### src/rtl/ibus_rob4_if.sv
// Bundle of the upstream fetch, bus request/response and upstream response
// signals around the 4-slot instruction-bus reorder buffer.
interface ibus_rob4_if #(
  parameter int ADDR_W = 32,
  parameter int DATA_W = 32
);
  logic              req_valid;
  logic              req_ready;
  logic [ADDR_W-1:0] req_addr;
  logic              bus_req_valid;
  logic              bus_req_ready;
  logic [ADDR_W-1:0] bus_req_addr;
  logic [1:0]        bus_req_tag;
  logic              bus_rsp_valid;
  logic [1:0]        bus_rsp_tag;
  logic [DATA_W-1:0] bus_rsp_data;
  logic              rsp_valid;
  logic              rsp_ready;
  logic [DATA_W-1:0] rsp_data;
  logic [2:0]        occupancy;
  logic              err_unexp;

  modport slave (
    input  req_valid, req_addr, bus_req_ready,
    input  bus_rsp_valid, bus_rsp_tag, bus_rsp_data, rsp_ready,
    output req_ready, bus_req_valid, bus_req_addr, bus_req_tag,
    output rsp_valid, rsp_data, occupancy, err_unexp
  );

  modport master (
    output req_valid, req_addr, bus_req_ready,
    output bus_rsp_valid, bus_rsp_tag, bus_rsp_data, rsp_ready,
    input  req_ready, bus_req_valid, bus_req_addr, bus_req_tag,
    input  rsp_valid, rsp_data, occupancy, err_unexp
  );
endinterface

### src/rtl/ibus_rob4.sv
// Four-slot reorder buffer: issues fetches to an out-of-order bus with slot
// tags and returns the response data upstream in issue order.
module ibus_rob4 #(
  parameter int ADDR_W = 32,
  parameter int DATA_W = 32
) (
  input  logic        clk,
  input  logic        rst,
  ibus_rob4_if.slave  bus
);

  logic [3:0]        alloc, done;
  logic [3:0]        alloc_nxt, done_nxt;
  logic [3:0]        free_onehot;
  logic [1:0]        free_tag;
  logic              has_free;
  logic [DATA_W-1:0] slot_data [4];
  logic [1:0]        order [4];
  logic [1:0]        head, tail;
  logic [2:0]        count;
  logic              err;
  logic [1:0]        head_slot;
  logic              rsp_vld;
  logic              issue, rsp_ok, retire;

  // Lowest clear bit of alloc; all-ones wraps to zero so a full buffer gives 0000.
  assign free_onehot = ~alloc & (alloc + 4'd1);
  assign has_free    = |free_onehot;

  always_comb begin
    free_tag = 2'd0;
    case (free_onehot)
      4'b0010: free_tag = 2'd1;
      4'b0100: free_tag = 2'd2;
      4'b1000: free_tag = 2'd3;
      default: free_tag = 2'd0;
    endcase
  end

  assign bus.bus_req_valid = bus.req_valid & has_free;
  assign bus.req_ready     = bus.bus_req_ready & has_free;
  assign bus.bus_req_addr  = bus.req_addr;
  assign bus.bus_req_tag   = free_tag;

  assign head_slot    = order[head];
  assign rsp_vld      = (count != 3'd0) & done[head_slot];
  assign bus.rsp_valid = rsp_vld;
  assign bus.rsp_data  = slot_data[head_slot];

  assign issue  = bus.req_valid & has_free & bus.bus_req_ready;
  assign rsp_ok = bus.bus_rsp_valid & alloc[bus.bus_rsp_tag] & ~done[bus.bus_rsp_tag];
  assign retire = rsp_vld & bus.rsp_ready;

  assign bus.occupancy = {2'b00, alloc[0]} + {2'b00, alloc[1]}
                       + {2'b00, alloc[2]} + {2'b00, alloc[3]};
  assign bus.err_unexp = err;

  // Issue, accept and retire always touch different slots, so their updates never collide.
  always_comb begin
    alloc_nxt = alloc;
    done_nxt  = done;
    if (retire) begin
      alloc_nxt[head_slot] = 1'b0;
      done_nxt[head_slot]  = 1'b0;
    end
    if (rsp_ok) begin
      done_nxt[bus.bus_rsp_tag] = 1'b1;
    end
    if (issue) begin
      alloc_nxt[free_tag] = 1'b1;
      done_nxt[free_tag]  = 1'b0;
    end
  end

  always_ff @(posedge clk) begin
    if (rst) begin
      alloc <= 4'd0;
      done  <= 4'd0;
      head  <= 2'd0;
      tail  <= 2'd0;
      count <= 3'd0;
      err   <= 1'b0;
    end else begin
      alloc <= alloc_nxt;
      done  <= done_nxt;
      if (issue)  tail <= tail + 2'd1;
      if (retire) head <= head + 2'd1;
      count <= count + {2'b00, issue} - {2'b00, retire};
      if (bus.bus_rsp_valid && !rsp_ok) err <= 1'b1;
    end
  end

  // Payload storage carries no reset; control state guards every read of it.
  always_ff @(posedge clk) begin
    if (rsp_ok) slot_data[bus.bus_rsp_tag] <= bus.bus_rsp_data;
    if (issue)  order[tail] <= free_tag;
  end

endmodule

### src/flat_wrapper.sv
// flat-port wrapper written by rule: the top's interface ports become plain ports
module ibus_rob4_flat 
#(
  parameter int ADDR_W = 32,
  parameter int DATA_W = 32
)
  (clk, rst, bus_req_valid, bus_req_addr, bus_bus_req_ready, bus_bus_rsp_valid, bus_bus_rsp_tag, bus_bus_rsp_data, bus_rsp_ready, bus_req_ready, bus_bus_req_valid, bus_bus_req_addr, bus_bus_req_tag, bus_rsp_valid, bus_rsp_data, bus_occupancy, bus_err_unexp);
  ibus_rob4_if #(.ADDR_W(ADDR_W), .DATA_W(DATA_W)) bus_i ();
  input  logic clk;
  input  logic rst;
  input wire logic [$bits(bus_i.req_valid)-1:0] bus_req_valid;
  input wire logic [$bits(bus_i.req_addr)-1:0] bus_req_addr;
  input wire logic [$bits(bus_i.bus_req_ready)-1:0] bus_bus_req_ready;
  input wire logic [$bits(bus_i.bus_rsp_valid)-1:0] bus_bus_rsp_valid;
  input wire logic [$bits(bus_i.bus_rsp_tag)-1:0] bus_bus_rsp_tag;
  input wire logic [$bits(bus_i.bus_rsp_data)-1:0] bus_bus_rsp_data;
  input wire logic [$bits(bus_i.rsp_ready)-1:0] bus_rsp_ready;
  output wire logic [$bits(bus_i.req_ready)-1:0] bus_req_ready;
  output wire logic [$bits(bus_i.bus_req_valid)-1:0] bus_bus_req_valid;
  output wire logic [$bits(bus_i.bus_req_addr)-1:0] bus_bus_req_addr;
  output wire logic [$bits(bus_i.bus_req_tag)-1:0] bus_bus_req_tag;
  output wire logic [$bits(bus_i.rsp_valid)-1:0] bus_rsp_valid;
  output wire logic [$bits(bus_i.rsp_data)-1:0] bus_rsp_data;
  output wire logic [$bits(bus_i.occupancy)-1:0] bus_occupancy;
  output wire logic [$bits(bus_i.err_unexp)-1:0] bus_err_unexp;
  assign bus_i.req_valid = bus_req_valid;
  assign bus_i.req_addr = bus_req_addr;
  assign bus_i.bus_req_ready = bus_bus_req_ready;
  assign bus_i.bus_rsp_valid = bus_bus_rsp_valid;
  assign bus_i.bus_rsp_tag = bus_bus_rsp_tag;
  assign bus_i.bus_rsp_data = bus_bus_rsp_data;
  assign bus_i.rsp_ready = bus_rsp_ready;
  assign bus_req_ready = bus_i.req_ready;
  assign bus_bus_req_valid = bus_i.bus_req_valid;
  assign bus_bus_req_addr = bus_i.bus_req_addr;
  assign bus_bus_req_tag = bus_i.bus_req_tag;
  assign bus_rsp_valid = bus_i.rsp_valid;
  assign bus_rsp_data = bus_i.rsp_data;
  assign bus_occupancy = bus_i.occupancy;
  assign bus_err_unexp = bus_i.err_unexp;
  ibus_rob4 #(.ADDR_W(ADDR_W), .DATA_W(DATA_W)) u_core (.clk(clk), .rst(rst), .bus(bus_i));
endmodule
### config.mk
export PLATFORM = sky130hd
export DESIGN_NAME = ibus_rob4_flat
export DESIGN_NICKNAME = d
export VERILOG_FILES = /design/src/rtl/ibus_rob4_if.sv /design/src/rtl/ibus_rob4.sv /design/src/flat_wrapper.sv
export SDC_FILE = /design/constraint.sdc
export NUM_CORES = 1
export LEC_CHECK = 0
export CORE_MARGIN = 2
export CORE_UTILIZATION = 40
export CTS_BUF_LIST = sky130_fd_sc_hd__clkbuf_16
export CTS_CLUSTER_DIAMETER = 80
export DETAILED_ROUTE_END_ITERATION = 8
export PLACE_DENSITY = 0.62
export SYNTH_ARGS = -nofsm -noshare
export SYNTH_HDL_FRONTEND = slang
export SYNTH_SLANG_ARGS = --single-unit
### constraint.sdc
create_clock -name clk -period 7.85 [get_ports clk]
set_clock_uncertainty 0.2 [all_clocks]
set_input_delay 1.1775 -clock clk [delete_from_list [all_inputs] [get_ports clk]]
set_output_delay 1.1775 -clock clk [all_outputs]
set_load 0.02 [all_outputs]
Word-level counts from Yosys, hierarchy flattened
Memory sizes are Yosys's and may differ from the RTL's. A register that Yosys moved wholly into a read port is not among the register bits. Index checks and enable logic that the tools add are counted.

Memory bits (writable): 136. Input bits: 72. Register bits: 16. Logic and storage cells: 73. Output and inout bits: 73. Memories kept: 2.

Reduce and logical (&&, ||, !) cells: 7. Equality and inequality tests: 3. Bitwise operators: 17. $add $sub $neg: 8. Muxes and demuxes: 24. $lt $le $gt $ge: 6.

Memories: u_core.slot_data (depth 4, width 32, read ports 1, clocked after memory_dff 0, wr ports 1, RTL line ibus_rob4.sv:17) `logic [DATA_W-1:0] slot_data [4];`; u_core.order (depth 4, width 2, read ports 1, clocked after memory_dff 1, wr ports 1, RTL line ibus_rob4.sv:18) `logic [1:0] order [4];`.

Operators by type and width (number): $mux W4 (5); $and A4 B4 Y4 (4); $not A4 Y4 (3); $mux W1 (10); $add A3 B1 Y3 (3); $lt A2 B3 Y1 const B (3); $or A4 B4 Y4 (2); $and A1 B1 Y1 (7); $bmux W1 S2 (3); $demux W1 S2 (3); $ge A2 B1 Y1 const B (3); $pmux W2 S3 (1); $add A2 B1 Y2 const B (2); $add A4 B1 Y4 const B (1); $eq A4 B2 Y1 const B (1); $eq A4 B3 Y1 const B (1); $eq A4 B4 Y1 const B (1); $logic_and A1 B1 Y1 (4); $mux W2 (2); $reduce_or A4 Y1 (1); $reduce_bool A3 Y1 (1); $sub A3 B1 Y3 (1); $add A1 B1 Y2 (1); $logic_not A1 Y1 (1); $not A1 Y1 (1).

Depth between registers and ports, before layout
Gate-level depths: netlist of run 1.

Word-level depth: 11. Depth in mapped cells: 11.

Worst setup path after synthesis of run 1
No wires, ideal clock.

Path type: in2reg. From: input port bus_bus_rsp_tag[1]. To: memory u_core.slot_data[2][0] (enable). Path buffers: 0. Stages on the path: 2. Arrival: 4711 ps. Setup slack: 2421 ps. Cell sequence: nand2_1 > nor4b_1.

Cells in the longest elaborated chain, start to end: 6. Elaborated cells between the ends (all ways): 9. Those cells by class: mux (6); bitwise (3).

RTL lines: start: declaration (RTL line flat_wrapper.sv:15) `input wire logic [$bits(bus_i.bus_rsp_tag)-1:0] bus_bus_rsp_tag;`; $bmux W1 S2 (RTL line ibus_rob4.sv:51) `assign rsp_ok = bus.bus_rsp_valid & alloc[bus.bus_rsp_tag] & ~done[bus.bus_rsp_tag];`; $mux W1 (implied by the code) (RTL line ibus_rob4.sv:51); $and A1 B1 Y1 or $not A1 Y1 (tied branches) (RTL line ibus_rob4.sv:51); $and A1 B1 Y1 (RTL line ibus_rob4.sv:51); $mux W1 (RTL line ibus_rob4.sv:95) `if (rsp_ok) slot_data[bus.bus_rsp_tag] <= bus.bus_rsp_data;`; $mux W1 (implied by the code) (RTL line ibus_rob4.sv:95); end: declaration (RTL line ibus_rob4.sv:17).

Parallel ways exist; a longest one is shown, timed or not. The select of a mux whose other input is x is not followed.

==> metrics.yaml, run 1 <==
run_status:
  status: "completed"
layout:
  multi_input_area_um2: 1480
  final_layout_size_suffix_gt1_frac: 0.179
  regArea_um2: 4440
  finish.utilization: 0.505
  num-fill-cells: 1224
  antenna_cells: 0
  area_delta_synth_final_pct: 23.1
  layout.nets: 479
  final_cell_area_um2: 7710
cts:
  tritoncts: "yes"
  cts-hold-fix-buffers: 0
  cts_resized: 0
  cts-root-buf: "clkbuf_16"
  post_cts_buffers: 0
  clk_pin_slew_ns: 0.06
  insertion_delay_ns: 0.42
  clockBufferDepth: 2
  cts_sinks: 154
  htreeDepth: 4
  cts_buffers: 17
worst_setup_path:
  endpoint_kind: "output pin"
  crit_arrival_ns: 3.18
  cp_num_buf_inv: 2
  critPathMaxFanout: 23
  slowest_delay_ns: 0.70
  r2r_setup_slack_ns: 4.42
  slowest_stage: "mux4_2"
  path_class: "reg2out"
  cp.required_ns: 6.47
  crit_family: "multiplexers"
  start_kind: "flop"
  crit_chain: "mux4_2 -> buf_4 -> mux4_1 -> clkdlybuf4s50_1"
sta:
  rsz0062_at_grt: "no"
  slew_violations: 0
  finalSetupViolations: 0
  finalHoldViolations: 0
  max_slew_margin: 0.351
  period_needed_ns: 4.56
  worstMarginPinSlew_ns: 0.973
  tns_ns: 0
  fmax_ghz: 0.219
  period_share: 0.581
power_and_ir_drop:
  power.share.clock: 0.465
  switchingPower_mw: 0.376
  switching_share: 0.198
  totalPowerFinal_mw: 1.90
  ir_drop_uv: 158
  comb_power_share: 0.060
  p_seq_frac: 0.475
  leakage_nw: 2.50
  power.density_nw_per_um2: 246
  p_int_mw: 1.52
placement:
  postPlaceCellArea_um2: 7060
  portBuffers: 80
  dp_hpwl_um: 6910
  gp_congestion: 0.766
route:
  dr.pass1.iters: 4
  vias_per_cell: 5.04
  avgRoutedWirePerCell_um: 18.4
  vias: 3117
  ant_nets: 0
  wl_um: 11400
  drcViolationCount: 0
  drtIter0Drc: 203
yosys:
  synth_most_common_cell: "edfxtp_1"
  yosysWarningCount: 0
  synthArstFlopShare: 0
  synthCells: 334
  synth_area_leaders: "edfxtp_1 (65%), mux4_2 (11%), dfxtp_1 (5.8%)"
  synth-seq-area-share: 0.710
  synth_edf_count: 136
  synth_top_area_share: 0.652
  ys_seq_elements: 154
  synth_top_area_cell: "edfxtp_1"
  ys.flop_type: "edfxtp_1"
  synth_common_cells: "edfxtp_1 (136), buf_4 (33), mux4_2 (30), dfxtp_1 (18)"
  syn_area_per_cell_um2: 18.7
  synth_fp_nets: 418
  netlist_area_um2: 6260
  synth_cell_types: 38
global_routing:
  grt_overflow: 0
  grt_pass1_wl_um: 17700
  grt_max_degree: 38
  grtUsageTotal: 0.145
  antenna_found_initial: 1
  grt_pass1_vias: 3299
die:
  core_um2: 15300
  dieWidth_um: 129
  start_util: 0.410
  die_area_um2: 16700
  ioPinCount: 145
  fp-row-count: 45
  fp.dieH_um: 129
worst_hold_path:
  hp-class: "reg2reg"
flow_run:
  cap_violations: 0
[stage by stage]
step	setup slack [ns]	cells	hold slack, ns
after CTS	3.18	619	0.295
final	3.29	619	0.283
after global routing	3.03	619	0.341
after floorplan	2.42	334	0.302
after global placement	3.67	587	0.280
after detailed placement	3.64	587	0.267
[cell families after synthesis]
logic type	count (synthesis)	synth area share
adder cells (fa/ha/maj)	12	0.0264
buffers and inverters	53	0.0569
flip-flops	154	0.710
AO/OA/AOI/OAI	22	0.0250
XOR/XNOR	4	0.00559
multiplexers	41	0.136
AND/OR/NAND/NOR	48	0.0404
[worst register-to-register path: stages (launching register included)]
cell and delay [ns]:
dfxtp_1 0.45, mux4_2 0.96, nand2b_1 0.32, o22ai_2 0.21, ha_1 0.17, inv_1 0.04, ha_1 0.18, fa_1 0.38
xnor2_1 0.18, xnor2_1 0.14, nor2_1 0.06
[power by group through the flow]
stage          sequential (mW)  combinational, mW  clock [mW]
2_1_floorplan            0.918             0.0836           0
3_3_place_gp             0.918              0.113           0
3_5_place_dp             0.918              0.116           0
4_1_cts                  0.901              0.117       0.903
5_1_grt                  0.901              0.124       0.934
6_report                 0.901              0.114       0.881
[layout by cell type (no fill, tap or decap), types with 3 or more instances in the layout]
cell	count
clkinv_4	5
buf_4	4
nand2_1	7
bufinv_16	5
nor2_1	11
mux4_2	31
ha_1	10
mux2i_1	6
mux4_1	3
inv_1	12
nor3_1	4
xnor2_1	4
and2_1	7
clkbuf_16	17
nand3_1	6
clkdlybuf4s50_1	80
a21oi_1	9
dfxtp_1	18
edfxtp_1	136
nor2b_1	3
[routing by layer]
metal  GRT usage  vias to the layer above  routed length [um]
li1            -                     1403                   -
met1       0.180                     1580                4890
met2       0.234                      112                5510
met3      0.0533                       20                 845
met4      0.0556                        2                 108
met5           0                        -                  11
[layout make-up]
cell class | instances | share of cell area
repair buffers | 84 | 0.108
clock inverters | 15 | 0.0292
clock buffers | 17 | 0.0552
flip-flops and latches | 154 | 0.577
inverters | 11 | 0.00536
multi-input cells | 127 | 0.192
well taps | 211 | 0.0343
[state kept, by name, indices dropped and copies added (netlist names), named ones only]
| signal | cells |
|---|---|
| u_core.alloc | 4 |
| u_core.slot_data | 128 |
| u_core.order | 8 |
| u_core.count | 3 |
| u_core.head | 2 |
| u_core.tail | 2 |
| u_core.bus.err_unexp | 1 |
| u_core.done | 4 |
[path summary, 6_finish.rpt]
check,startpoint,to,depth (start not counted)
worst min-delay path,u_core.bus.err_unexp,u_core.bus.err_unexp,2
worst max-delay path,flop,bus_rsp_data[0],4
worst max register to register,flop,u_core.count[2],10
worst min register to register,u_core.bus.err_unexp,u_core.bus.err_unexp,2
Power figures use the tool's default switching activity.
==> run 2, diff against run 1 <==
--- a/config.mk
+++ b/config.mk
@@ -10,7 +10,7 @@
 export CTS_BUF_LIST = sky130_fd_sc_hd__clkbuf_16
 export CTS_CLUSTER_DIAMETER = 80
 export DETAILED_ROUTE_END_ITERATION = 8
-export PLACE_DENSITY = 0.62
+export PLACE_DENSITY = 0.65
 export SYNTH_ARGS = -nofsm -noshare
 export SYNTH_HDL_FRONTEND = slang
 export SYNTH_SLANG_ARGS = --single-unit
==> constraint.sdc (replaced) <==
create_clock -name clk -period 3.9 [get_ports clk]
set_clock_uncertainty 0.2 [all_clocks]
set_input_delay 0.585 -clock clk [delete_from_list [all_inputs] [get_ports clk]]
set_output_delay 0.585 -clock clk [all_outputs]
set_load 0.02 [all_outputs]
==> run 2 against run 1 <==
Critical path depth is the same. Core utilization decreased by 0.16 points. Sequential share of layout area increased by 0.18 points. Sequential cell count is the same. Non-clock buffer count rose by 5. Final area shrank 0.31%. Setup slack got worse by 3.1 ns. Final cell count is 0.81% higher. Global-route usage grew 0.24 points. Critical endpoint is now bus_rsp_data[26].
==> metrics.yaml, run 2 (same netlist as run 1, synthesis figures left out) <==
worst_setup_path:
  path_class: "reg2out"
  start_kind: "flop"
  crit_arrival_ns: 2.93
  cp_num_buf_inv: 2
  slowest_delay_ns: 0.75
  crit_top_cell: "mux4_2"
  reg2reg_depth: 10
  cp.required_ns: 3.12
  cp-endpoint: "bus_rsp_data[26]"
  crit_chain: "mux4_2 -> buf_4 -> mux4_2 -> clkdlybuf4s50_1"
  endpoint_kind: "output pin"
  critPathMaxFanout: 12
  r2r-end: "u_core.count[2]"
  r2r_setup_slack_ns: 0.57
  crit_family: "multiplexers"
  slowest_stage: "mux4_2"
  path_depth: 4
sta:
  finalHoldViolations: 0
  fmax_ghz: 0.269
  finalSetupViolations: 0
  worstMarginPinSlew_ns: 0.751
  tns_ns: 0
  setup_slack_ns: 0.185
  max_slew_margin: 0.499
  period_share: 0.953
  slew_violations: 0
  period_needed_ns: 3.72
  rsz0062_at_grt: "no"
worst_hold_path:
  hp-class: "reg2reg"
die:
  core_um2: 15300
  start_util: 0.410
  dieWidth_um: 129
  die_area_um2: 16700
  fp.dieH_um: 129
  fp-row-count: 45
  ioPinCount: 145
route:
  vias_per_cell: 5.00
  avgRoutedWirePerCell_um: 18.1
  drtIter0Drc: 192
  dr.pass1.iters: 4
  drcViolationCount: 0
  vias: 3119
  wl_um: 11300
  ant_nets: 0
layout:
  layout_commonest_cell: "edfxtp_1"
  top_regs: "u_core.slot_data: 128 flops, u_core.order: 8 flops"
  area_delta_synth_final_pct: 22.7
  final_layout_size_suffix_gt1_frac: 0.174
  final_cell_mix: "edfxtp_1 (136), clkdlybuf4s50_1 (80), mux4_2 (31)"
  largest-register: "u_core.slot_data"
  antenna_cells: 0
  layout.nets: 484
  largest_reg_flops: 128
power_and_ir_drop:
  leakage_nw: 2.51
  power.density_nw_per_um2: 462
  ir_drop_uv: 330
cts:
  post_cts_buffers: 0
  cts-root-buf: "clkbuf_16"
  htreeDepth: 4
  clockBufferDepth: 2
  cts-hold-fix-buffers: 0
  clk_pin_slew_ns: 0.06
  cts_buffers: 17
  tritoncts: "yes"
  cts_sinks: 154
  insertion_delay_ns: 0.42
  cts_resized: 0
global_routing:
  antenna_found_initial: 0
  use_met1: 0.185
  met3_usage: 0.0442
  gr-max-usage-layer: "met2"
  grt_overflow: 0
  gr-usage-met2: 0.233
  grt_pass1_vias: 3342
  grt_pass1_wl_um: 18000
  grt_max_degree: 34
  grtUsageTotal: 0.148
placement:
  portBuffers: 80
  gp_congestion: 0.791
  dp_hpwl_um: 7220
  dp_slack_ns: 0.534
flow_run:
  cap_violations: 0
run_status:
  status: "completed"
[run 2: area by class of cell]
class / count / area, um2
well taps: 211 / 264
flip-flops and latches: 154 / 4440
clock inverters: 15 / 121
fillers: 1263 / 7570
inverters: 11 / 41.3
clock buffers: 17 / 425
repair buffers: 89 / 893
multi-input cells: 127 / 1490
[run 2: worst min path at each step]
stage | start | end | slack [ns] | depth (start not counted)
after floorplan | u_core.head[1] | flop | 0.30 | 3
after global placement | u_core.bus.err_unexp | u_core.bus.err_unexp | 0.26 | 2
after detailed placement | u_core.bus.err_unexp | u_core.bus.err_unexp | 0.27 | 2
after CTS | u_core.bus.err_unexp | u_core.bus.err_unexp | 0.29 | 2
after global routing | u_core.bus.err_unexp | u_core.bus.err_unexp | 0.30 | 2
final | u_core.bus.err_unexp | u_core.bus.err_unexp | 0.28 | 2
[run 2: routing by layer]
metal | vias to the layer above | share of wire
met2 | 98 | 0.48
met3 | 43 | 0.059
met5 | - | 0
met1 | 1564 | 0.44
li1 | 1414 | -
met4 | 0 | 0.028
[run 2: worst min-delay path: cells and delay by family (launching register included)]
kind / cells / cell delay, ns
flip-flops: 1 / 0.33
AO/OA/AOI/OAI: 1 / 0.04
AND/OR/NAND/NOR: 1 / 0.07
[run 2: power by group]
part / total, mW / internal (mW) / switching, mW / leakage (nW)
clock network: 1.50 / 0.918 / 0.585 / 0.281
logic: 0.236 / 0.124 / 0.113 / 0.859
registers: 1.81 / 1.81 / 0.00875 / 1.36
total: 3.55 / 2.85 / 0.707 / 2.51
[run 2: stage by stage]
stage | power [mW] | hold slack [ns] | cells | cell area [um2] | utilization
5_1_grt | 3.68 | 0.295 | 624 | 7680 | 0.504
3_5_place_dp | 2.09 | 0.269 | 592 | 7140 | 0.468
4_1_cts | 3.59 | 0.287 | 624 | 7680 | 0.504
6_report | 3.55 | 0.284 | 624 | 7680 | 0.504
2_1_floorplan | 2.02 | 0.302 | 334 | 6270 | -
3_3_place_gp | 2.08 | 0.263 | 592 | 7140 | 0.468
